## config.mk

```make
export PLATFORM = sky130hd
export DESIGN_NAME = dla_cmd_issuer
export DESIGN_NICKNAME = d
export VERILOG_FILES = /design/src/rtl/dla_ctrl_pkg.sv /design/src/rtl/cmd_fifo.sv /design/src/rtl/dla_cmd_issuer.sv
export SDC_FILE = /design/constraint.sdc
export NUM_CORES = 1
export LEC_CHECK = 0
export ABC_CLOCK_PERIOD_IN_PS = 5740
export CAP_MARGIN = 10
export CORE_MARGIN = 1
export CORE_UTILIZATION = 40
export CTS_CLUSTER_SIZE = 25
export DETAILED_ROUTE_END_ITERATION = 10
export MAX_ROUTING_LAYER = met4
export PLACE_DENSITY = 0.6
export RECOVER_POWER = 100
export SYNTH_ARGS = -nofsm -noshare
export SYNTH_HDL_FRONTEND = slang
export SYNTH_SLANG_ARGS = --single-unit
```

## constraint.sdc

```tcl
create_clock -name clk -period 5.74 [get_ports clk]
set_input_delay 0.861 -clock clk [delete_from_list [all_inputs] [get_ports clk]]
set_output_delay 0.861 -clock clk [all_outputs]
set_load 0.1 [all_outputs]
```

## src/rtl/dla_ctrl_pkg.sv

```systemverilog
// dla_ctrl_pkg: shared definitions for the DLA command issuer.
//   - write-select codes for the DLA control-register interface
//   - issuer FSM state encoding
//   - 128-bit layer descriptor layout (field offsets + packed struct view)
package dla_ctrl_pkg;

    // Control-register write selects
    localparam logic [1:0] WSEL_MAP   = 2'd0;
    localparam logic [1:0] WSEL_SH1   = 2'd1;
    localparam logic [1:0] WSEL_SH2   = 2'd2;
    localparam logic [1:0] WSEL_OPCFG = 2'd3;

    // Descriptor field layout
    localparam int DESC_W    = 128;
    localparam int FIELD_W   = 32;
    localparam int MAP_LSB   = 0;
    localparam int SH1_LSB   = 32;
    localparam int SH2_LSB   = 64;
    localparam int OPCFG_LSB = 96;

    // Packed view of a descriptor; member order (MSB first) matches the
    // field offsets above so a plain cast from the command word works.
    typedef struct packed {
        logic [FIELD_W-1:0] op_config;
        logic [FIELD_W-1:0] shape_param2;
        logic [FIELD_W-1:0] shape_param1;
        logic [FIELD_W-1:0] mapping_param;
    } desc_t;

    typedef enum logic [2:0] {
        IDLE,
        W_MAP,
        W_SH1,
        W_SH2,
        W_START,
        WAIT_DONE,
        W_STOP,
        WAIT_IDLE
    } state_t;

    // Bit 0 of op_config is the DLA start bit.
    function automatic logic [FIELD_W-1:0] op_with_start(input logic [FIELD_W-1:0] op,
                                                         input logic start);
        return {op[FIELD_W-1:1], start};
    endfunction

endpackage

```

## src/rtl/cmd_fifo.sv

```systemverilog
// cmd_fifo: synchronous single-clock FIFO for layer descriptors.
//   clk, rst   : clock, synchronous active-high reset (empties the FIFO)
//   push/wdata : write request; ignored while full
//   pop/rdata  : read request; rdata is the current head (valid when !empty)
//   full/empty : status flags
// Pointers carry one extra wrap bit so full and empty stay distinct when the
// address bits coincide.
module cmd_fifo #(
    parameter int WIDTH = 128,
    parameter int DEPTH = 4
) (
    input  logic             clk,
    input  logic             rst,
    input  logic             push,
    input  logic [WIDTH-1:0] wdata,
    input  logic             pop,
    output logic [WIDTH-1:0] rdata,
    output logic             full,
    output logic             empty
);

    localparam int AW = $clog2(DEPTH);

    logic [WIDTH-1:0] mem [DEPTH];
    logic [AW:0]      wr_ptr;
    logic [AW:0]      rd_ptr;
    logic             do_push;
    logic             do_pop;

    assign full    = (wr_ptr[AW] != rd_ptr[AW]) && (wr_ptr[AW-1:0] == rd_ptr[AW-1:0]);
    assign empty   = (wr_ptr == rd_ptr);
    assign do_push = push && !full;
    assign do_pop  = pop && !empty;
    assign rdata   = mem[rd_ptr[AW-1:0]];

    always_ff @(posedge clk) begin
        if (rst) begin
            wr_ptr <= '0;
            rd_ptr <= '0;
        end else begin
            if (do_push) wr_ptr <= wr_ptr + 1'b1;
            if (do_pop)  rd_ptr <= rd_ptr + 1'b1;
        end
    end

    // Storage needs no reset; the pointers define what is valid.
    always_ff @(posedge clk) begin
        if (do_push) mem[wr_ptr[AW-1:0]] <= wdata;
    end

endmodule

```

## src/rtl/dla_cmd_issuer.sv

```systemverilog
// dla_cmd_issuer: host-side sequencer that drives the DLA control registers
// from a queue of 128-bit layer descriptors.
//   clk, rst                 : clock, synchronous active-high reset
//   cmd_valid/ready/data     : descriptor stream into the internal FIFO
//   ctrl_reg_w_en/wsel/wdata : DLA control-register write port
//   dla_done                 : DLA done level
//   busy                     : FSM active or descriptors queued
//   layer_done               : one-cycle pulse when a layer retires
//   layers_done              : wrapping count of retired layers
//   err_timeout, err_clr     : sticky WAIT_DONE timeout flag and its clear
// Per layer: map, shape1, shape2, op_config with start set, wait for done,
// op_config with start cleared, wait for done to drop.
module dla_cmd_issuer
    import dla_ctrl_pkg::*;
#(
    parameter int          CMD_DEPTH      = 4,
    parameter logic [31:0] TIMEOUT_CYCLES = 32'd1000000,
    parameter int          CNT_W          = 16
) (
    input  logic             clk,
    input  logic             rst,
    input  logic             cmd_valid,
    output logic             cmd_ready,
    input  logic [127:0]     cmd_data,
    output logic             ctrl_reg_w_en,
    output logic [1:0]       ctrl_reg_wsel,
    output logic [31:0]      ctrl_reg_wdata,
    input  logic             dla_done,
    output logic             busy,
    output logic             layer_done,
    output logic [CNT_W-1:0] layers_done,
    output logic             err_timeout,
    input  logic             err_clr
);

    state_t       state, state_n;
    desc_t        desc;
    logic [127:0] fifo_head;
    logic         fifo_full;
    logic         fifo_empty;
    logic         fifo_pop;
    logic [31:0]  to_cnt;
    logic         to_hit;

    // No pass-through: a full FIFO refuses even when a pop is happening.
    assign cmd_ready = !fifo_full;
    assign fifo_pop  = (state == IDLE) && !fifo_empty;
    assign busy      = (state != IDLE) || !fifo_empty;

    cmd_fifo #(
        .WIDTH (DESC_W),
        .DEPTH (CMD_DEPTH)
    ) u_fifo (
        .clk   (clk),
        .rst   (rst),
        .push  (cmd_valid),
        .wdata (cmd_data),
        .pop   (fifo_pop),
        .rdata (fifo_head),
        .full  (fifo_full),
        .empty (fifo_empty)
    );

    always_comb begin
        state_n        = state;
        ctrl_reg_w_en  = 1'b0;
        ctrl_reg_wsel  = WSEL_MAP;
        ctrl_reg_wdata = '0;
        to_hit         = 1'b0;
        layer_done     = 1'b0;
        unique case (state)
            IDLE: begin
                if (!fifo_empty) state_n = W_MAP;
            end
            W_MAP: begin
                ctrl_reg_w_en  = 1'b1;
                ctrl_reg_wsel  = WSEL_MAP;
                ctrl_reg_wdata = desc.mapping_param;
                state_n        = W_SH1;
            end
            W_SH1: begin
                ctrl_reg_w_en  = 1'b1;
                ctrl_reg_wsel  = WSEL_SH1;
                ctrl_reg_wdata = desc.shape_param1;
                state_n        = W_SH2;
            end
            W_SH2: begin
                ctrl_reg_w_en  = 1'b1;
                ctrl_reg_wsel  = WSEL_SH2;
                ctrl_reg_wdata = desc.shape_param2;
                state_n        = W_START;
            end
            W_START: begin
                ctrl_reg_w_en  = 1'b1;
                ctrl_reg_wsel  = WSEL_OPCFG;
                ctrl_reg_wdata = op_with_start(desc.op_config, 1'b1);
                state_n        = WAIT_DONE;
            end
            WAIT_DONE: begin
                // done is checked first so it beats a coincident timeout
                if (dla_done) begin
                    state_n = W_STOP;
                end else if ((TIMEOUT_CYCLES != 32'd0) &&
                             (to_cnt == TIMEOUT_CYCLES - 32'd1)) begin
                    to_hit  = 1'b1;
                    state_n = W_STOP;
                end
            end
            W_STOP: begin
                ctrl_reg_w_en  = 1'b1;
                ctrl_reg_wsel  = WSEL_OPCFG;
                ctrl_reg_wdata = op_with_start(desc.op_config, 1'b0);
                state_n        = WAIT_IDLE;
            end
            WAIT_IDLE: begin
                if (!dla_done) begin
                    layer_done = 1'b1;
                    state_n    = IDLE;
                end
            end
            default: state_n = IDLE;
        endcase
    end

    always_ff @(posedge clk) begin
        if (rst) begin
            state <= IDLE;
        end else begin
            state <= state_n;
        end
    end

    always_ff @(posedge clk) begin
        if (fifo_pop) desc <= desc_t'(fifo_head);
    end

    // Cycles spent in WAIT_DONE; cleared whenever the state is left.
    always_ff @(posedge clk) begin
        if (rst) begin
            to_cnt <= '0;
        end else if ((state == WAIT_DONE) && (state_n == WAIT_DONE)) begin
            to_cnt <= to_cnt + 32'd1;
        end else begin
            to_cnt <= '0;
        end
    end

    always_ff @(posedge clk) begin
        if (rst) begin
            err_timeout <= 1'b0;
        end else if (to_hit) begin
            err_timeout <= 1'b1;
        end else if (err_clr) begin
            err_timeout <= 1'b0;
        end
    end

    always_ff @(posedge clk) begin
        if (rst) begin
            layers_done <= '0;
        end else if (layer_done) begin
            layers_done <= layers_done + CNT_W'(1);
        end
    end

endmodule

```

==> report_table.html, run 1 <==
<table>
<tr><th>Metric</th><th>Value</th></tr>
<tr><th colspan="2">Synth</th></tr>
<tr><td>Largest area contributor in the synthesized netlist</td><td>edfxtp_1</td></tr>
<tr><td>Net Count, Synth</td><td>1394</td></tr>
<tr><td>Synthesized area</td><td>25700 sq um</td></tr>
<tr><td>Yosys top cell area share</td><td>between 70% and 80%</td></tr>
<tr><td>Number of flops mapped to enable cells by yosys</td><td>roughly 640</td></tr>
<tr><td>Adder-Cell Fraction of Synth Area</td><td>less than 1%</td></tr>
<tr><td>Post-synth ARST share</td><td>0%</td></tr>
<tr><td>Share of cell area taken by muxes after synthesis</td><td>11.2%</td></tr>
<tr><td>Unique cell type count in the Yosys netlist</td><td>48</td></tr>
<tr><td>Synthesized-area fraction occupied by ao, oa, aoi and oai cells</td><td>3.58%</td></tr>
<tr><td>Xor-xnor portion of the synthesized cell area</td><td>less than 1%</td></tr>
<tr><td>Post-synthesis instance total</td><td>between 1k and 1.5k</td></tr>
<tr><td>Number of storage elements in the synthesis netlist</td><td>693</td></tr>
<tr><td>Leading cell types by total area after synthesis</td><td>edfxtp_1 (74%), mux4_2 (11%), dfxtp_1 (4.5%), a22oi_1 (1.8%), nand2_1 (0.76%)</td></tr>
<tr><td>Primary flip-flop cell chosen by synthesis mapping</td><td>edfxtp_1</td></tr>
<tr><td>Synth Area in Simple Gates</td><td>4.13%</td></tr>
<tr><td>Sequential cell area fraction in the yosys report</td><td>78.6%</td></tr>
<tr><td>Main combinational cell family by area after synthesis</td><td>multiplexers</td></tr>
<tr><td>Post-Syn Area per Cell</td><td>just over 20 sq um</td></tr>
<tr><td>Synth Warn #</td><td>0</td></tr>
<tr><th colspan="2">Cells and area</th></tr>
<tr><td>Footprint of the flip-flops and latches</td><td>between 20000 and 25000 sq um</td></tr>
<tr><td>Fraction of layout cells with a size suffix above 1</td><td>between 10% and 20%</td></tr>
<tr><td>Commonest non-fill, non-tap cell in the layout</td><td>edfxtp_1</td></tr>
<tr><td>Nets@finish</td><td>1623</td></tr>
<tr><td>Area taken by multi-input logic gates</td><td>around 5300 sq um</td></tr>
<tr><td>Top library cells by usage in the layout, fill and taps aside</td><td>edfxtp_1 (635), dlygate4sd3_1 (182), mux4_2 (127), clkbuf_16 (80), a22oi_1 (60)</td></tr>
<tr><td>Filler Cell Count</td><td>5178</td></tr>
<tr><td>Area growth, synth to finish</td><td>21.4%</td></tr>
<tr><th colspan="2">Power</th></tr>
<tr><td>Power density relative to cell area</td><td>495 nW/um^2</td></tr>
<tr><td>Switching Power</td><td>0.00492 W</td></tr>
<tr><td>Logic pwr share</td><td>about a quarter</td></tr>
<tr><td>Lkg Pwr</td><td>9.93 nW</td></tr>
<tr><td>Seq pwr share</td><td>44.7%</td></tr>
<tr><td>Switching part of the total power</td><td>31.9%</td></tr>
<tr><td>Peak supply drop</td><td>roughly 0.00047 V</td></tr>
<tr><td>Clock network fraction of total power</td><td>31.4%</td></tr>
<tr><td>Int Pwr</td><td>0.0105 W</td></tr>
<tr><th colspan="2">Route</th></tr>
<tr><td>DR pass1 iterations</td><td>5</td></tr>
<tr><td>Total via count after detailed routing</td><td>around 13k</td></tr>
<tr><td>Avg Vias per Cell</td><td>around 5.3</td></tr>
<tr><td>Number of antenna-violating nets in the routed design</td><td>0</td></tr>
<tr><td>Detailed router's first-iteration violation count</td><td>roughly 930</td></tr>
<tr><td>Post-route DRC</td><td>0</td></tr>
<tr><td>Average detailed-routed wire length per instance</td><td>approximately 22 microns</td></tr>
<tr><td>Routed WL</td><td>around 54000 microns</td></tr>
<tr><th colspan="2">Run status</th></tr>
<tr><td>Failing checks</td><td>max-capacitance violations, max-slew violations</td></tr>
<tr><td>Result of the run</td><td>complete, but fails checks</td></tr>
<tr><th colspan="2">Critical path</th></tr>
<tr><td>Start-to-end type of the worst setup path</td><td>flop to output port</td></tr>
<tr><td>CP max stage delay</td><td>1.29 ns</td></tr>
<tr><td>Maximum fanout count along the critical path</td><td>20</td></tr>
<tr><td>CP Buf/Inv Count</td><td>2</td></tr>
<tr><td>Crit-path cells</td><td>nand2_1 -&gt; nor2_4 -&gt; buf_4 -&gt; a22o_1 -&gt; a221o_1 -&gt; dlygate4sd3_1</td></tr>
<tr><td>Critical Path Start Type</td><td>flop</td></tr>
<tr><td>Nature of the critical path endpoint</td><td>output port</td></tr>
<tr><td>Cells on worst reg2reg path</td><td>4</td></tr>
<tr><td>Slowest cell on the critical path</td><td>dlygate4sd3_1</td></tr>
<tr><td>Data arrival, critical path</td><td>between 4 and 5 ns</td></tr>
<tr><td>Required time of the critical path</td><td>4.88 ns</td></tr>
<tr><td>Reg2Reg Launch Point</td><td>u_fifo.rd_ptr[0]</td></tr>
<tr><td>R2r setup slk</td><td>0.86 ns</td></tr>
<tr><td>R2r endpoint</td><td>u_fifo.mem[2][34]</td></tr>
<tr><td>Largest delay share family, worst path</td><td>buffers and inverters</td></tr>
<tr><th colspan="2">STA</th></tr>
<tr><td>Portion of the clock cycle consumed by the worst path in the final layout</td><td>a little under nine tenths</td></tr>
<tr><td>Max-slew violation total from the final report</td><td>393</td></tr>
<tr><td>Transition at the pin with the smallest max-transition slack</td><td>approximately 3.9 ns</td></tr>
<tr><td>Unrepaired setup endpoints after global routing</td><td>no</td></tr>
<tr><td>Top achievable clock speed</td><td>203 MHz</td></tr>
<tr><td>Fin Setup TNS</td><td>0 ns</td></tr>
<tr><td>Total count of hold-check failures in the final report</td><td>0</td></tr>
<tr><td>Shortest clock period the worst path allows after layout</td><td>4.92 ns</td></tr>
<tr><td>Setup violators final</td><td>0</td></tr>
<tr><td>Min setup slack post-route</td><td>0.823 ns</td></tr>
<tr><td>Clock tree skew after final layout</td><td>~0.019 ns</td></tr>
<tr><td>Max-Slew Margin vs Limit</td><td>-160%</td></tr>
<tr><th colspan="2">Global routing</th></tr>
<tr><td>Wire length of the first global-routing pass</td><td>82200 microns</td></tr>
<tr><td>Number of antenna violations at the first check in global routing</td><td>27</td></tr>
<tr><td>Aggregate global-route resource usage</td><td>17.2%</td></tr>
<tr><td>Via count of the first global-routing pass</td><td>13.4k</td></tr>
<tr><td>Largest net degree at the start of global routing</td><td>130</td></tr>
<tr><td>Congestion Overflow GR</td><td>0</td></tr>
<tr><th colspan="2">Floorplanning</th></tr>
<tr><td>CORE AREA</td><td>about 63000 sq um</td></tr>
<tr><td>Vert. Die Dim</td><td>256 microns</td></tr>
<tr><td>Die outline area</td><td>~65000 sq um</td></tr>
<tr><td>Starting density of the core</td><td>40.7%</td></tr>
<tr><td>Count of standard-cell rows</td><td>92</td></tr>
<tr><td>Boundary Pins</td><td>188</td></tr>
<tr><td>X dimension of the die</td><td>256 microns</td></tr>
<tr><th colspan="2">CTS</th></tr>
<tr><td>Num Clock Sinks</td><td>693</td></tr>
<tr><td>Root Driver</td><td>clkbuf_16</td></tr>
<tr><td>Number of clock buffers inserted by TritonCTS</td><td>between 70 and 80</td></tr>
<tr><td>Clock tree from TritonCTS</td><td>done</td></tr>
<tr><td>CTS clock-pin slew for the worst setup and hold paths</td><td>roughly 0.06 ns</td></tr>
<tr><td>Number of buffers added to fix hold violations after cts</td><td>0</td></tr>
<tr><td>H-tree level count</td><td>3</td></tr>
<tr><td>Cts repair resizes</td><td>0</td></tr>
<tr><td>Bufs on Longest Clock Path</td><td>3</td></tr>
<tr><td>Clock latency on the worst-skew pair</td><td>0.62 ns</td></tr>
<tr><td>Number of post-CTS setup repair buffers</td><td>0</td></tr>
<tr><th colspan="2">Worst hold path</th></tr>
<tr><td>Cell depth of the worst min-delay path</td><td>2</td></tr>
<tr><td>End point of the most critical hold path</td><td>err_timeout</td></tr>
<tr><td>Type of the worst min-delay path</td><td>flop to flop</td></tr>
<tr><td>Beginning of the worst hold path</td><td>err_timeout</td></tr>
<tr><th colspan="2">Place</th></tr>
<tr><td>RePlAce Congestion</td><td>around 0.74</td></tr>
<tr><td>Number of I/O port buffers</td><td>186</td></tr>
<tr><td>Sum of net half-perimeters after detailed placement</td><td>about 31000 microns</td></tr>
<tr><td>Post-placement worst setup slack</td><td>1.49 ns</td></tr>
<tr><th colspan="2">Job</th></tr>
<tr><td>Max-cap violation count</td><td>6</td></tr>
</table>
[power groups by stage]
stage	sequential, W	combinational, W	clock (W)
detailed placement	0.00693	0.00384	0
global route	0.00700	0.00389	0.00516
CTS	0.00684	0.00385	0.00499
floorplan	0.00683	0.00279	0
finish	0.00691	0.00369	0.00486
global placement	0.00691	0.00382	0
[Yosys cell counts, types with 12 or more instances]
cell / number
nand4_1: 13
xnor2_1: 15
dfxtp_1: 58
nand3_1: 21
inv_1: 13
a21oi_1: 12
mux4_2: 127
clkbuf_1: 44
xor2_1: 13
o31ai_1: 16
a22oi_1: 60
edfxtp_1: 635
nor2_1: 24
or4_1: 13
nand2_1: 52
nor3_1: 22
buf_2: 15
a211oi_1: 17
[metal layers]
layer	GRT usage (%)	share of wire (%)
met1	21.8	43
met2	27.3	49
met3	5.02	6.3
met4	4.51	2.0
met5	-	0
[metrics by stage]
stage	instance area, sq um	std cells	hold slack [ns]	utilization [%]	power [W]
after floorplan	25700	1254	0.457	-	0.00962
after global placement	28700	2249	0.457	45.3	0.0107
after detailed placement	28700	2249	0.472	45.3	0.0108
after CTS	31200	2390	0.479	49.3	0.0157
after global routing	31200	2409	0.514	49.3	0.0160
final	31200	2410	0.471	49.3	0.0155
[worst register-to-register path, cell delays in order, from the launching register on]
cell      delay, ns
dfxtp_4        0.77
xor2_1         0.43
o31a_1         0.37
and2_1         2.01
clkbuf_2       0.92
[worst max path at each step]
stage                                start            endpoint  slack [ns]  cells past startpoint
after floorplan                   state[0]    u_fifo.rd_ptr[1]        1.08                      5
after global placement            state[0]  ctrl_reg_wdata[25]        1.50                      6
after detailed placement          state[0]  ctrl_reg_wdata[13]        1.49                      6
after CTS                         state[0]  ctrl_reg_wdata[13]        0.80                      6
after global routing      u_fifo.rd_ptr[0]   u_fifo.mem[2][98]        0.39                      4
final                             state[0]  ctrl_reg_wdata[13]        0.82                      6
[kinds of logic (layout without fill, tap and decap cells)]
| group | count (synthesis) | in the layout |
|---|---|---|
| buffers and inverters | 75 | 366 |
| flip-flops | 693 | 693 |
| adder cells (fa/ha/maj) | 7 | 7 |
| AO/OA/AOI/OAI | 128 | 128 |
| multiplexers | 130 | 130 |
| XOR/XNOR | 28 | 28 |
| AND/OR/NAND/NOR | 193 | 193 |
| other | 0 | 19 |
[sequential cells by signal, indices dropped and copies added, names as in the netlist]
| name | count |
|---|---|
| u_fifo.mem | 508 |
| desc | 127 |
| to_cnt | 32 |
| layers_done | 16 |
| state | 3 |
| u_fifo.rd_ptr | 3 |
| u_fifo.wr_ptr | 3 |
| err_timeout | 1 |
[area by class of cell]
class | instances | share of cell area (%)
sequential | 693 | 64.8
multi-input combinational | 486 | 16.8
clock buffer | 103 | 6.81
timing repair buffer | 212 | 6.61
tap | 846 | 3.39
clock inverter | 38 | 1.27
inverter | 13 | 0.156
antenna | 19 | 0.152
Note: power is estimated with default switching activity, not from simulation.
==> inputs of run 2 (changes only) <==
Settings changed: ABC_CLOCK_PERIOD_IN_PS 5740 to 4500, CTS_BUF_LIST set to sky130_fd_sc_hd__clkbuf_4 sky130_fd_sc_hd__clkbuf_8 sky130_fd_sc_hd__clkbuf_16, PLACE_DENSITY 0.6 to 0.62.
Clock period 5.74 ns to 4.5 ns, I/O delays scaled along.
==> run 2 against run 1 <==
Cell count increased by 0.17%. Worst hold slack lost 0.0012 ns. The run still ends with max-capacitance violations, max-slew violations left. Via count decreased by 0.36%. Clock power grew 27%. Register-to-register slack got worse by 0.26 ns.
==> report_table.html, run 2 (synthesized netlist as in run 1, its figures left out) <==
<table>
<tr><th>Metric</th><th>Value</th></tr>
<tr><th colspan="2">Critical path</th></tr>
<tr><td>Crit-path cells</td><td>nor2b_4 -&gt; clkbuf_1 -&gt; a22oi_1 -&gt; nand2_1 -&gt; clkbuf_2</td></tr>
<tr><td>Cells on worst reg2reg path</td><td>4</td></tr>
<tr><td>Maximum fanout count along the critical path</td><td>22</td></tr>
<tr><td>Critical Path Start Type</td><td>flop</td></tr>
<tr><td>R2r endpoint</td><td>u_fifo.mem[3][72]</td></tr>
<tr><td>Reg2Reg Launch Point</td><td>u_fifo.rd_ptr[1]</td></tr>
<tr><td>Required time of the critical path</td><td>between 3 and 4 ns</td></tr>
<tr><td>Slowest cell on the critical path</td><td>nor2b_4</td></tr>
<tr><td>Data arrival, critical path</td><td>3.26 ns</td></tr>
<tr><td>Start-to-end type of the worst setup path</td><td>flop to output port</td></tr>
<tr><td>CP max stage delay</td><td>0.95 ns</td></tr>
<tr><td>Nature of the critical path endpoint</td><td>output port</td></tr>
<tr><td>R2r setup slk</td><td>about 0.60 ns</td></tr>
<tr><th colspan="2">Route</th></tr>
<tr><td>Average detailed-routed wire length per instance</td><td>between 20 and 25 microns</td></tr>
<tr><td>Number of antenna-violating nets in the routed design</td><td>0</td></tr>
<tr><td>Avg Vias per Cell</td><td>5.25</td></tr>
<tr><td>Total via count after detailed routing</td><td>12.7k</td></tr>
<tr><td>DR pass1 iterations</td><td>5</td></tr>
<tr><td>Post-route DRC</td><td>0</td></tr>
<tr><td>Routed WL</td><td>53200 microns</td></tr>
<tr><td>Detailed router's first-iteration violation count</td><td>about 930</td></tr>
<tr><th colspan="2">Global routing</th></tr>
<tr><td>Number of antenna violations at the first check in global routing</td><td>30</td></tr>
<tr><td>Via count of the first global-routing pass</td><td>13.4k</td></tr>
<tr><td>Largest net degree at the start of global routing</td><td>76</td></tr>
<tr><td>Wire length of the first global-routing pass</td><td>81200 microns</td></tr>
<tr><td>Aggregate global-route resource usage</td><td>between 15 and 20%</td></tr>
<tr><td>Congestion Overflow GR</td><td>0</td></tr>
<tr><th colspan="2">Job</th></tr>
<tr><td>Max-cap violation count</td><td>11</td></tr>
<tr><th colspan="2">CTS</th></tr>
<tr><td>Cts repair resizes</td><td>0</td></tr>
<tr><td>CTS clock-pin slew for the worst setup and hold paths</td><td>0.06 ns</td></tr>
<tr><td>Number of post-CTS setup repair buffers</td><td>0</td></tr>
<tr><td>Num Clock Sinks</td><td>between 600 and 700</td></tr>
<tr><td>Bufs on Longest Clock Path</td><td>3</td></tr>
<tr><td>Root Driver</td><td>clkbuf_16</td></tr>
<tr><td>H-tree level count</td><td>3</td></tr>
<tr><td>Clock tree from TritonCTS</td><td>done</td></tr>
<tr><td>Number of clock buffers inserted by TritonCTS</td><td>between 70 and 80</td></tr>
<tr><td>Clock latency on the worst-skew pair</td><td>between 0.6 and 0.7 ns</td></tr>
<tr><td>Number of buffers added to fix hold violations after cts</td><td>0</td></tr>
<tr><th colspan="2">Floorplanning</th></tr>
<tr><td>CORE AREA</td><td>63300 sq um</td></tr>
<tr><td>Vert. Die Dim</td><td>256 microns</td></tr>
<tr><td>Die outline area</td><td>65400 sq um</td></tr>
<tr><td>X dimension of the die</td><td>256 microns</td></tr>
<tr><td>Starting density of the core</td><td>40.7%</td></tr>
<tr><td>Count of standard-cell rows</td><td>92</td></tr>
<tr><td>Boundary Pins</td><td>around 190</td></tr>
<tr><th colspan="2">STA</th></tr>
<tr><td>Transition at the pin with the smallest max-transition slack</td><td>2.54 ns</td></tr>
<tr><td>Shortest clock period the worst path allows after layout</td><td>3.93 ns</td></tr>
<tr><td>Total count of hold-check failures in the final report</td><td>0</td></tr>
<tr><td>Setup violators final</td><td>0</td></tr>
<tr><td>Fin Setup TNS</td><td>0 ns</td></tr>
<tr><td>Top achievable clock speed</td><td>254 MHz</td></tr>
<tr><td>Portion of the clock cycle consumed by the worst path in the final layout</td><td>87.4%</td></tr>
<tr><td>Max-Slew Margin vs Limit</td><td>-69.0%</td></tr>
<tr><td>Clock tree skew after final layout</td><td>0.0353 ns</td></tr>
<tr><td>Unrepaired setup endpoints after global routing</td><td>no</td></tr>
<tr><td>Max-slew violation total from the final report</td><td>a little over 600</td></tr>
<tr><th colspan="2">Cells and area</th></tr>
<tr><td>Filler Cell Count</td><td>between 5k and 6k</td></tr>
<tr><td>Fraction of layout cells with a size suffix above 1</td><td>21.2%</td></tr>
<tr><td>Area growth, synth to finish</td><td>20.8%</td></tr>
<tr><td>Final core area utilization</td><td>between 40% and 50%</td></tr>
<tr><td>Number of flip-flops under the largest register name</td><td>508</td></tr>
<tr><td>Nets@finish</td><td>1625</td></tr>
<tr><td>Commonest non-fill, non-tap cell in the layout</td><td>edfxtp_1</td></tr>
<tr><td>Top library cells by usage in the layout, fill and taps aside</td><td>edfxtp_1 (635), dlygate4sd3_1 (147), mux4_2 (127), clkbuf_16 (78), a22oi_1 (60)</td></tr>
<tr><th colspan="2">Power</th></tr>
<tr><td>Peak supply drop</td><td>0.000349 V</td></tr>
<tr><td>Lkg Pwr</td><td>~9.9 nW</td></tr>
<tr><td>Int Pwr</td><td>0.0133 W</td></tr>
<tr><td>Clock network fraction of total power</td><td>around a third</td></tr>
<tr><td>Power density relative to cell area</td><td>627 nW/um^2</td></tr>
<tr><td>Switching Power</td><td>0.00622 W</td></tr>
<tr><td>Seq pwr share</td><td>44.5%</td></tr>
<tr><td>Logic pwr share</td><td>a little under a quarter</td></tr>
<tr><td>Switching part of the total power</td><td>31.9%</td></tr>
<tr><th colspan="2">Place</th></tr>
<tr><td>Sum of net half-perimeters after detailed placement</td><td>between 20000 and 30000 microns</td></tr>
<tr><td>RePlAce Congestion</td><td>0.798</td></tr>
<tr><td>Number of I/O port buffers</td><td>roughly 190</td></tr>
<tr><th colspan="2">Run status</th></tr>
<tr><td>Failing checks</td><td>max-capacitance violations, max-slew violations</td></tr>
<tr><td>Result of the run</td><td>complete, but fails checks</td></tr>
<tr><th colspan="2">Worst hold path</th></tr>
<tr><td>Cell depth of the worst min-delay path</td><td>2</td></tr>
<tr><td>Type of the worst min-delay path</td><td>flop to flop</td></tr>
<tr><td>End point of the most critical hold path</td><td>err_timeout</td></tr>
<tr><td>Beginning of the worst hold path</td><td>err_timeout</td></tr>
</table>
[run 2: cell types whose count changed in the layout (fill, tap and decap cells not counted), moves of 2 or more]
cell | before | now
and2_0 | 0 | 3
clkbuf_4 | 0 | 19
clkbuf_1 | 23 | 5
clkinv_1 | 17 | 15
buf_4 | 16 | 23
diode_2 | 19 | 26
clkbuf_2 | 4 | 32
dlygate4sd3_1 | 182 | 147
and2_1 | 5 | 1
clkinv_8 | 0 | 2
clkbuf_8 | 4 | 1
clkbuf_16 | 80 | 78
[run 2: worst max path at each step]
stage	start	to	slack (ns)
after floorplan	u_fifo.rd_ptr[0]	u_fifo.mem[1][0]	0.02
after global placement	state[2]	ctrl_reg_wdata[11]	1.23
after detailed placement	state[2]	ctrl_reg_wdata[11]	1.28
after CTS	state[2]	ctrl_reg_wdata[11]	0.61
after global routing	u_fifo.rd_ptr[1]	u_fifo.mem[1][85]	0.27
final	state[2]	ctrl_reg_wdata[9]	0.57
[run 2: final cells by class]
type                       instances  area (sq um)  area share [%]
sequential                       693         20200            65.1
multi-input combinational        486          5250            16.9
clock buffer                      97          2100            6.76
timing repair buffer             215          1930            6.19
tap                              846          1060            3.40
clock inverter                    38           412            1.32
antenna                           26          65.1           0.209
inverter                          13          48.8           0.157
[run 2: per-layer routing]
layer / track usage (%) / wire (microns) / part of all wire, % / vias to the layer above
li1: - / - / - / 5721
met2: 27.3 / 26200 / 49 / 296
met1: 21.1 / 22200 / 42 / 6578
met5: - / 0 / 0 / -
met3: 5.06 / 3510 / 6.6 / 85
met4: 4.59 / 1200 / 2.3 / 0
[run 2: metrics by stage]
step / worst slack [ns] / instances / total power, W / hold slack, ns / area (sq um)
finish: 0.565 / 2414 / 0.0195 / 0.470 / 31100
global route: 0.275 / 2409 / 0.0203 / 0.507 / 31100
CTS: 0.615 / 2387 / 0.0199 / 0.474 / 31200
detailed placement: 1.28 / 2252 / 0.0137 / 0.468 / 28700
global placement: 1.23 / 2252 / 0.0136 / 0.458 / 28700
floorplan: 0.0171 / 1254 / 0.0122 / 0.457 / 25700
[run 2: power groups by stage]
stage,Clock (W),Combinational (W),Sequential (W)
2_1_floorplan,0,0.00356,0.00866
3_3_place_gp,0,0.00489,0.00874
3_5_place_dp,0,0.00492,0.00878
4_1_cts,0.00632,0.00492,0.00865
5_1_grt,0.00655,0.00497,0.00877
6_report,0.00616,0.00467,0.00867
[run 2: critical path, delay by kind of cell (launching register included)]
| kind | cells | cell delay (ns) |
|---|---|---|
| and+or+nand+nor | 2 | 1.05 |
| buffers and inverters | 2 | 0.78 |
| AOI/OAI and AO/OA | 1 | 0.13 |
| DFF | 1 | 0.70 |
